===== src/rtl/sck_shift_tx.sv =====
// SPI mode-0 word transmitter paced by an external divided clock (sck), with a one-word holding register.
// Optional feature macro: SCK_TX_PARITY_EN appends one even-parity bit (^word) after each word.
module sck_shift_tx #(
  parameter int WIDTH = 8
) (
  input  logic             clk,
  input  logic             rst,
  input  logic             sck,
  input  logic [WIDTH-1:0] in_data,
  input  logic             in_valid,
  output logic             in_ready,
  output logic             cs_n,
  output logic             sck_out,
  output logic             mosi,
  output logic             busy
);

  localparam int IDX_W = $clog2(WIDTH + 1);
`ifdef SCK_TX_PARITY_EN
  localparam logic [IDX_W-1:0] LOAD_IDX = IDX_W'(WIDTH);
`else
  localparam logic [IDX_W-1:0] LOAD_IDX = IDX_W'(WIDTH - 1);
`endif
  localparam logic [WIDTH-1:0] ONE_HOT0 = WIDTH'(1);

  typedef enum logic {S_IDLE, S_SHIFT} state_t;

  state_t            r_state;
  state_t            w_state_nxt;
  logic              r_sck_q;
  logic              r_hold_valid;
  logic [WIDTH-1:0]  r_hold;
  logic [WIDTH-1:0]  r_shift;
  logic [IDX_W-1:0]  r_bit_idx;
  logic              r_cs_n;
  logic              r_mosi;
  logic              r_sck_out;
`ifdef SCK_TX_PARITY_EN
  logic              r_par;
`endif

  logic              w_fall;
  logic              w_accept;
  logic              w_load;
  logic [IDX_W-1:0]  w_idx_m1;
  logic [IDX_W-1:0]  w_sel;
  logic              w_next_bit;
  logic [IDX_W-1:0]  w_bit_idx_nxt;
  logic              w_cs_n_nxt;
  logic              w_mosi_nxt;
  logic              w_sck_out_nxt;

  assign w_fall   = ~sck & r_sck_q;
  assign w_accept = in_valid & ~r_hold_valid;
  assign w_idx_m1 = r_bit_idx - IDX_W'(1);

  // The parity slot sits at index 0, so data bit k is driven while the index is k+1.
`ifdef SCK_TX_PARITY_EN
  assign w_sel      = w_idx_m1 - IDX_W'(1);
  assign w_next_bit = (w_idx_m1 == '0) ? r_par : |(r_shift & (ONE_HOT0 << w_sel));
`else
  assign w_sel      = w_idx_m1;
  assign w_next_bit = |(r_shift & (ONE_HOT0 << w_sel));
`endif

  always_ff @(posedge clk) begin
    if (rst) begin
      r_state <= S_IDLE;
    end else begin
      r_state <= w_state_nxt;
    end
  end

  always_comb begin
    w_state_nxt = r_state;
    w_load      = 1'b0;
    case (r_state)
      S_IDLE: begin
        if (w_fall && r_hold_valid) begin
          w_state_nxt = S_SHIFT;
          w_load      = 1'b1;
        end
      end
      S_SHIFT: begin
        if (w_fall && (r_bit_idx == '0)) begin
          if (r_hold_valid) begin
            w_load = 1'b1;
          end else begin
            w_state_nxt = S_IDLE;
          end
        end
      end
      default: w_state_nxt = S_IDLE;
    endcase
  end

  always_comb begin
    w_bit_idx_nxt = r_bit_idx;
    w_cs_n_nxt    = r_cs_n;
    w_mosi_nxt    = r_mosi;
    if (w_load) begin
      w_bit_idx_nxt = LOAD_IDX;
      w_cs_n_nxt    = 1'b0;
      w_mosi_nxt    = r_hold[WIDTH-1];
    end else if ((r_state == S_SHIFT) && w_fall) begin
      if (r_bit_idx != '0) begin
        w_bit_idx_nxt = w_idx_m1;
        w_mosi_nxt    = w_next_bit;
      end else begin
        w_cs_n_nxt = 1'b1;
        w_mosi_nxt = 1'b0;
      end
    end
    w_sck_out_nxt = sck & (w_state_nxt == S_SHIFT);
  end

  always_ff @(posedge clk) begin
    if (rst) begin
      r_sck_q      <= 1'b0;
      r_hold_valid <= 1'b0;
      r_bit_idx    <= '0;
      r_cs_n       <= 1'b1;
      r_mosi       <= 1'b0;
      r_sck_out    <= 1'b0;
    end else begin
      r_sck_q   <= sck;
      r_bit_idx <= w_bit_idx_nxt;
      r_cs_n    <= w_cs_n_nxt;
      r_mosi    <= w_mosi_nxt;
      r_sck_out <= w_sck_out_nxt;
      // A load needs hold_valid=1, which blocks an accept in the same cycle.
      if (w_accept) begin
        r_hold_valid <= 1'b1;
      end else if (w_load) begin
        r_hold_valid <= 1'b0;
      end
    end
  end

  always_ff @(posedge clk) begin
    if (w_accept) begin
      r_hold <= in_data;
    end
    if (w_load) begin
      r_shift <= r_hold;
`ifdef SCK_TX_PARITY_EN
      r_par   <= ^r_hold;
`endif
    end
  end

  assign in_ready = ~r_hold_valid;
  assign cs_n     = r_cs_n;
  assign sck_out  = r_sck_out;
  assign mosi     = r_mosi;
  assign busy     = r_hold_valid | (r_state == S_SHIFT);

endmodule


===== config.mk =====
export PLATFORM = sky130hd
export DESIGN_NAME = sck_shift_tx
export DESIGN_NICKNAME = d
export VERILOG_FILES = /design/src/rtl/sck_shift_tx.sv
export SDC_FILE = /design/constraint.sdc
export NUM_CORES = 1
export LEC_CHECK = 0
export ABC_AREA = 1
export CORE_MARGIN = 3
export CORE_UTILIZATION = 42
export DETAILED_ROUTE_END_ITERATION = 16
export PLACE_DENSITY_LB_ADDON = 0.08
export SYNTH_ARGS = -nofsm -noshare
export SYNTH_HDL_FRONTEND = slang
export SYNTH_SLANG_ARGS = --single-unit
export TNS_END_PERCENT = 100

===== constraint.sdc =====
create_clock -name clk -period 2.1 [get_ports clk]
set_clock_uncertainty 0.15 [all_clocks]
set_input_delay 0.525 -clock clk [delete_from_list [all_inputs] [get_ports clk]]
set_output_delay 0.525 -clock clk [all_outputs]
set_load 0.01 [all_outputs]

Yosys cells after proc, flatten, opt, wreduce, memory -nomap -nowiden
Index checks and enable logic that the tools add are counted.
{"block": "word_totals", "memories": 0, "mem_bits_ro": 0, "inputBits": 12, "register_bits": 26, "out_inout_bits": 5, "elab_cells": 51, "latchBits": 0, "mem_bits_rw": 0}
{"block": "classes", "multipliers": 0, "n_mux": 17, "addsub": 1, "div": 0, "reduce_logical": 13, "n_eq_ne": 1, "n_lt_le_gt_ge": 0, "n_shift": 1, "n_bitwise": 8}
{"operator": "$mux W1", "n": 12}
{"operator": "$mux W3", "n": 3}
{"operator": "$and A8 B8 Y8", "n": 1}
{"operator": "$reduce_or A8 Y1", "n": 1}
{"operator": "$shl A1 B4 Y8 const A", "n": 1}
{"operator": "$reduce_and A2 Y1", "n": 3}
{"operator": "$reduce_bool A2 Y1", "n": 3}
{"operator": "$logic_not A4 Y1", "n": 1}
{"operator": "$pmux W1 S2", "n": 2}
{"operator": "$reduce_bool A4 Y1", "n": 1}
{"operator": "$sub A4 B1 Y4 const B", "n": 1}
{"operator": "$and A1 B1 Y1", "n": 3}
{"operator": "$logic_and A1 B1 Y1", "n": 3}
{"operator": "$not A1 Y1", "n": 3}
{"operator": "$ne A2 B2 Y1 const B", "n": 1}
{"operator": "$reduce_or A2 Y1", "n": 1}
{"operator": "$or A1 B1 Y1", "n": 1}

Longest topological paths before layout
{"block": "logic_depth", "depth_word": 7, "depth_mapped": 8, "ltp_nobuf": 8}

Least setup slack after synthesis
No wires, ideal clock.
{"block": "synth_path", "kind": "input to register", "start": "in sck", "end": "reg r_shift[0] (enable)", "path_buffers": 0, "t_required_ps": 1623, "slack_ps": 542, "setup_ps": 327, "arrival_time_ps": 1082, "path_stages": 5, "path_cell_list": "inv_1 nand2_2 nor2_4 nand2_1 inv_1"}
{"block": "synth_between", "elab_chain_len": 5, "word_cells_on_any_way": 7, "classes_between": "mux: 3; bitwise: 2; reduce/logical: 2"}
{"element": "start, declared", "line": "8", "rtl": "input logic sck,"}
{"element": "$not A1 Y1 *", "line": "53", "rtl": "assign w_fall = ~sck & r_sck_q;"}
{"element": "$and A1 B1 Y1 *", "line": "53"}
{"element": "$logic_and A1 B1 Y1, on equally long branches", "line": "85, 79"}
{"element": "$mux W1, on equally long branches", "line": "85, 79"}
{"element": "$pmux W1 S2 *", "line": "77", "rtl": "case (r_state)"}
{"element": "net w_load", "line": "44", "rtl": "logic w_load;"}
{"element": "end signal, assigned", "line": "145", "rtl": "r_shift <= r_hold;"}
{"element": "end, declared", "line": "33", "rtl": "logic [WIDTH-1:0] r_shift;"}
Mark *: on every way through the listed nets, which the timed path passes. The rest lies on a longest branch.
A chain may end at the register's enable or synchronous reset.

Final worst setup path
{"block": "layout_path", "start": "reg r_hold_valid", "end": "out in_ready"}
{"block": "layout_between", "elab_chain_len": 1}
{"element": "start, declared", "line": "31", "rtl": "logic r_hold_valid;"}
{"element": "start signal, assigned", "line": "120", "rtl": "r_hold_valid <= 1'b0;"}
{"element": "start signal, assigned", "line": "133", "rtl": "r_hold_valid <= 1'b1;"}
{"element": "start signal, assigned", "line": "135", "rtl": "r_hold_valid <= 1'b0;"}
{"element": "$not A1 Y1", "line": "152", "rtl": "assign in_ready = ~r_hold_valid;"}
{"element": "end, declared", "line": "11", "rtl": "output logic in_ready,"}
No other way between the ends.

==> results_dict.tcl <==
set metrics [dict create \
    slew_headroom_pct 79.26 \
    hold_path.class "reg2reg" \
    antenna_cells 0 \
    post-dp-hpwl_mm 1.347 \
    rows 17 \
    ff_latch_area_um2 681.9 \
    p_per_area_nw_per_um2 732.1 \
    grt_pass1_vias 661 \
    critPathLaunch "r_hold_valid" \
    drt-initial-drc-count 16 \
    drc 0 \
    root_buffer "clkbuf_4" \
    vdd_drop_max_mv 0.7364 \
    dpl.cell_count 147 \
    grt_max_degree 16 \
    leakage_nw 0.5572 \
    min_from "r_hold[5]" \
    vias 729 \
    end_kind "output port" \
    clock_latency_ns 0.31 \
    cap_violations 0 \
    path_clk_slew_ns 0.13 \
    multi_input_area_um2 352.8 \
    max_freq_mhz 502.3 \
    p_total_uw 982.0 \
    final_cell_area_um2 1341 \
    outcome "finished, final reports clean" \
    synth_cells 102 \
    die-area_um2 3232 \
    wl_met3_um 113 \
    wl_met2_um 803 \
    max_slew.worst_pin.slew_ns 0.3107 \
    routed.top_layer "met4" \
    critPathRequiredTime_ns 1.42 \
    worstPathCellList "inv_2 > clkdlybuf4s50_1" \
    htreeDepth 1 \
    vias_per_cell 4.828 \
    io-pin-count 17 \
    grt_overflow_total 0 \
    arrival_ns 1.32 \
    syn2layout_area_growth_pct 23.50 \
    crit_slowest_cell "clkdlybuf4s50_1" \
    die_y_um 56.85 \
    antenna_found_initial 0 \
    port-buffer-count 16 \
    wl_mm 1.711 \
    slew_viol_final 0 \
    setup_viol 0 \
    wl_per_cell_um 11.33 \
    finalCritPeriodShare_pct 94.80 \
    cp_top_family "buffers and inverters" \
    cts_tree "built" \
    rsz0062_at_grt "no" \
    critPathMaxStageDelay_ns 0.55 \
    initial_core_util_pct 46.42 \
    r2r_start "r_bit_idx[0]" \
    final_cell_mix "nand2_1, edfxtp_1, clkdlybuf4s50_1" \
    cts.sinks 26 \
    dpl_cell_area_um2 1289 \
    cts_buffers 3 \
    m1WireLength_um 780 \
    finalHoldViolCount 0 \
    crit_type "reg2out" \
    setup_tns_ns 0 \
    syn_area_um2 1086 \
    core-area_um2 2340 \
    grt_pass1_wl_mm 2.815 \
    ant_nets 0 \
    fill_cells 207 \
    fin_crit_ns 1.991 \
    yosysSeqAreaShare_pct 62.67 \
    gp_congestion 0.7672 \
    nNetsFinal 141 \
    grt_use_total_pct 11.45 \
    final_util_pct 57.33 \
    die_w_um 56.85 \
    path_max_fanout 5 \
    synth_fp_nets 119 \
    drive_above_1_share_pct 14.63 \
    cp-start-kind "flop" \
    avgSynthCellArea_um2 10.65 \
    stdcell_count 151 \
    layout_commonest_cell "nand2_1" \
    synth-warning-count 0 \
    ys_types 21 \
    yosys_register_bits 26 \
    cts_buffer_depth 2 \
    first_pass_iters 4 \
    critPathBufInv 2 \
]
per-layer routing:
metal | vias up | track usage [%]
met5 | - | 0
li1 | 375 | -
met2 | 22 | 17.66
met3 | 2 | 4.828
met4 | 0 | 2.649
met1 | 330 | 14.95
metrics by stage:
step                      hold WS [ns]  setup WS [ns]
after floorplan                 0.2503         0.5418
after global placement          0.2546        0.05742
after detailed placement        0.2602        0.02254
after CTS                       0.2939        0.07933
after global routing            0.3124        0.01954
final                           0.2878         0.1092
synthesized netlist by cell type:
| cell | number | area share [%] |
|---|---|---|
| a211oi_2 | 1 | 1.2 |
| a21oi_1 | 7 | 3.2 |
| a21oi_2 | 1 | 0.81 |
| dfxtp_1 | 10 | 18 |
| edfxtp_1 | 16 | 44 |
| ha_1 | 5 | 5.8 |
| inv_1 | 13 | 4.5 |
| inv_2 | 1 | 0.35 |
| nand2_1 | 22 | 7.6 |
| nand2_2 | 4 | 2.3 |
| nand3_1 | 2 | 0.92 |
| nand3_2 | 1 | 0.92 |
| nand4_1 | 1 | 0.58 |
| nor2_1 | 7 | 2.4 |
| nor2_2 | 1 | 0.58 |
| nor2_4 | 1 | 1.0 |
| nor3_1 | 1 | 0.46 |
| o21ai_0 | 5 | 2.3 |
| o21ai_2 | 1 | 0.81 |
| xnor2_1 | 1 | 0.81 |
| xor2_1 | 1 | 0.81 |
path summary, 6_finish.rpt:
kind,to,slack [ns],cells after the start
worst min-delay path,r_shift[5],0.29,0
worst min register to register,r_shift[5],0.29,0
worst max register to register,r_shift[5],0.38,6
worst max-delay path,in_ready,0.11,2
cell type report:
cell class              count  share of cell area (%)
clock inverters             1                   2.239
clock buffers               3                   1.679
well taps                  28                   2.612
multi-input cells          62                   26.31
inverters                  14                   3.918
repair buffers             17                   12.41
flip-flops and latches     26                   50.84
state kept, by name, summed over array words and instances (netlist names):
name	flops
r_shift	8
r_hold	8
r_state	1
sck_out	1
mosi	1
cs_n	1
r_hold_valid	1
r_bit_idx	4
r_sck_q	1
worst register-to-register path, delay by kind of cell, from the launching register on:
| family | cells | cell delay (ns) |
|---|---|---|
| simple gates | 3 | 0.24 |
| buf+inv | 2 | 0.41 |
| flops | 1 | 0.37 |
| fa+ha+maj | 1 | 0.24 |
power by group:
| part | switching [mW] | internal (mW) | leakage (nW) |
|---|---|---|---|
| combinational | 0.0412 | 0.0404 | 0.299 |
| clock | 0.139 | 0.193 | 0.0279 |
| sequential | 0.00779 | 0.561 | 0.231 |
| total | 0.188 | 0.794 | 0.557 |
repair_timing:
item	in CTS	in global routing
setup endpoints to repair	2	0
setup buffers	0	0
hold buffers	0	0
gates resized for setup	3	0
logic make-up (layout without fill, tap and decap cells):
kind of cell	Yosys count	after routing	share of synthesized area, %
and+or+nand+nor	40	40	16.82
DFF	26	26	62.67
buffers and inverters	14	35	4.839
xor gates and xnor gates	2	2	1.613
AOI/OAI and AO/OA	15	15	8.294
adders and majority gates	5	5	5.760
(Power assumes the default switching activity.)
==> variant (config.mk and constraints unchanged) <==
Set the parameter `WIDTH` to 16 (it was 8).
--- a/src/rtl/sck_shift_tx.sv
+++ b/src/rtl/sck_shift_tx.sv
@@ -2,5 +2,5 @@
 // Optional feature macro: SCK_TX_PARITY_EN appends one even-parity bit (^word) after each word.
 module sck_shift_tx #(
-  parameter int WIDTH = 8
+  parameter int WIDTH = 16
 ) (
   input  logic             clk,
Ports: changed (resized in_data); port bits go from 17 to 25. No check against the original RTL was run, so the function may have changed too.
==> variant against the original RTL <==
Utilization rose by 0.085 points; routed wire length rose by 75%; sequential cell count rose by 17; combinational power rose by 79%; sequential power rose by 68%; worst hold slack got worse by 0.020 ns; area after synthesis rose by 59%; die area rose by 52%; total power rose by 63%; via count rose by 57%; setup slack got worse by 0.037 ns; final area rose by 63%; clock power rose by 49%; largest cell class unchanged.
==> variant: results (changes against the original RTL) <==
metric;value;unit;change
startpoint;r_state;;was r_hold_valid
h-tree-depth;2;;was 1
yosys-top-cells-area;edfxtp_1 56%, dfxtp_1 13%, nand2_1 4.1%;;was edfxtp_1 44%, dfxtp_1 18%, nand2_1 7.6%
n_all_buffers;30;;was 17
max_slew_margin;0.7553;;was 0.7926
drive_above_1_share;0.1167;;was 0.1463
ys_seq_area_frac;0.6851;;was 0.6267
fin_nets;204;;was 141
p_per_area;733.3;mW/mm2;was 732.1 mW/mm2
synth.distinct_cells;19;;was 21
grt_max_degree;17;;was 16
finalCritPeriodShare;0.9658;;was 0.9480
multiInputGateArea;479.2;um2;was 352.8 um2
r2r_slack;0.19;ns;was 0.38 ns
reg2reg_depth;11;;was 6
synth_edf_count;32;;was 16
reg_top3;r_hold: 16 flops, r_shift: 16 flops, r_bit_idx: 5 flops;;was r_hold: 8 flops, r_shift: 8 flops, r_bit_idx: 4 flops
leakage;0.8323;nW;was 0.5572 nW
placed_area;0.002095;mm2;was 0.001289 mm2
gp_congestion;0.8178;;was 0.7672
nNonClkInverters;17;;was 14
path_max_fanout;3;;was 5
numPortBuffers;24;;was 16
fillers;325;;was 207
hold_path.startpoint;r_hold[8];;was r_hold[5]
hold_slack;0.2674;ns;was 0.2878 ns
syn-num-nets;167;;was 119
grt_util_all_layers;0.1323;;was 0.1145
ys_ff_latch;43;;was 26
numCtsBuffers;5;;was 3
seq_share;0.5422;;was 0.5084
place_hpwl;2188;um;was 1347 um
cp.arrival;1.35;ns;was 1.32 ns
postSynthCellCount;142;;was 102
cp_slowest_stage_delay;0.52;ns;was 0.55 ns
peakVddDrop;481.7;uV;was 736.4 uV
status;completed;;unchanged
postRouteWirelength;2996;um;was 1711 um
synth_common_cells;32 x edfxtp_1, 19 x nand2_1, 16 x inv_1, 16 x nor2_1;;was 22 x nand2_1, 16 x edfxtp_1, 13 x inv_1
drt_iter0_drc;53;;was 16
clk_share;0.03901;;was 0.03918
[variant: changes by cell type in the layout (fill, tap and decap cells not counted), sizes merged, moves of 2 or more]
cell	delta
nand2	-4
nand4	+8
nand3	+8
buf	+5
nor2	+8
a31oi	+4
clkbuf	+3
inv	+3
edfxtp	+16
clkinv	+2
clkdlybuf4s50	+9
a21oi	-2
[variant: what timing repair did]
action | CTS | global route
hold buffers | 0 | 0
resized for setup | 1 | 0
setup endpoints to repair | 1 | 0
[variant: power by group]
part           total [mW]  switching [mW]  leakage [nW]  internal [mW]
clock network       0.496           0.264        0.0428          0.233
logic               0.146          0.0732         0.402         0.0727
registers           0.957          0.0115         0.387          0.945
[variant: path summary, 6_finish.rpt]
check | to
max reg2reg | mosi
max | busy
min reg2reg | r_shift[8]
min | r_shift[8]
[variant: per-layer routing]
layer	routed length, um	vias to the layer above	track usage
li1	-	574	-
met1	1268	534	0.1501
met2	1497	30	0.2183
met3	170	4	0.04604
met4	59	0	0.07021
met5	0	-	0
[variant: worst register-to-register path, cell delays in order, from the launching register on]
cell and delay [ns]:
dfxtp_1 0.33, inv_1 0.19, ha_1 0.30, inv_1 0.12
nand2_4 0.14, nand2_4 0.11, nand3_1 0.09, nand3_1 0.07
nor2_1 0.11, nand2_1 0.06, nand3_1 0.08, a21oi_1 0.06
[variant: kinds of logic (layout without fill, tap and decap cells)]
group	count (synthesis)	count (layout)	share of synthesized area
buffers and inverters	17	55	0.03701
adder cells (fa/ha/maj)	5	5	0.03628
flip-flops	43	43	0.6850
AO/OA/AOI/OAI	17	17	0.06023
AND/OR/NAND/NOR	60	60	0.1814
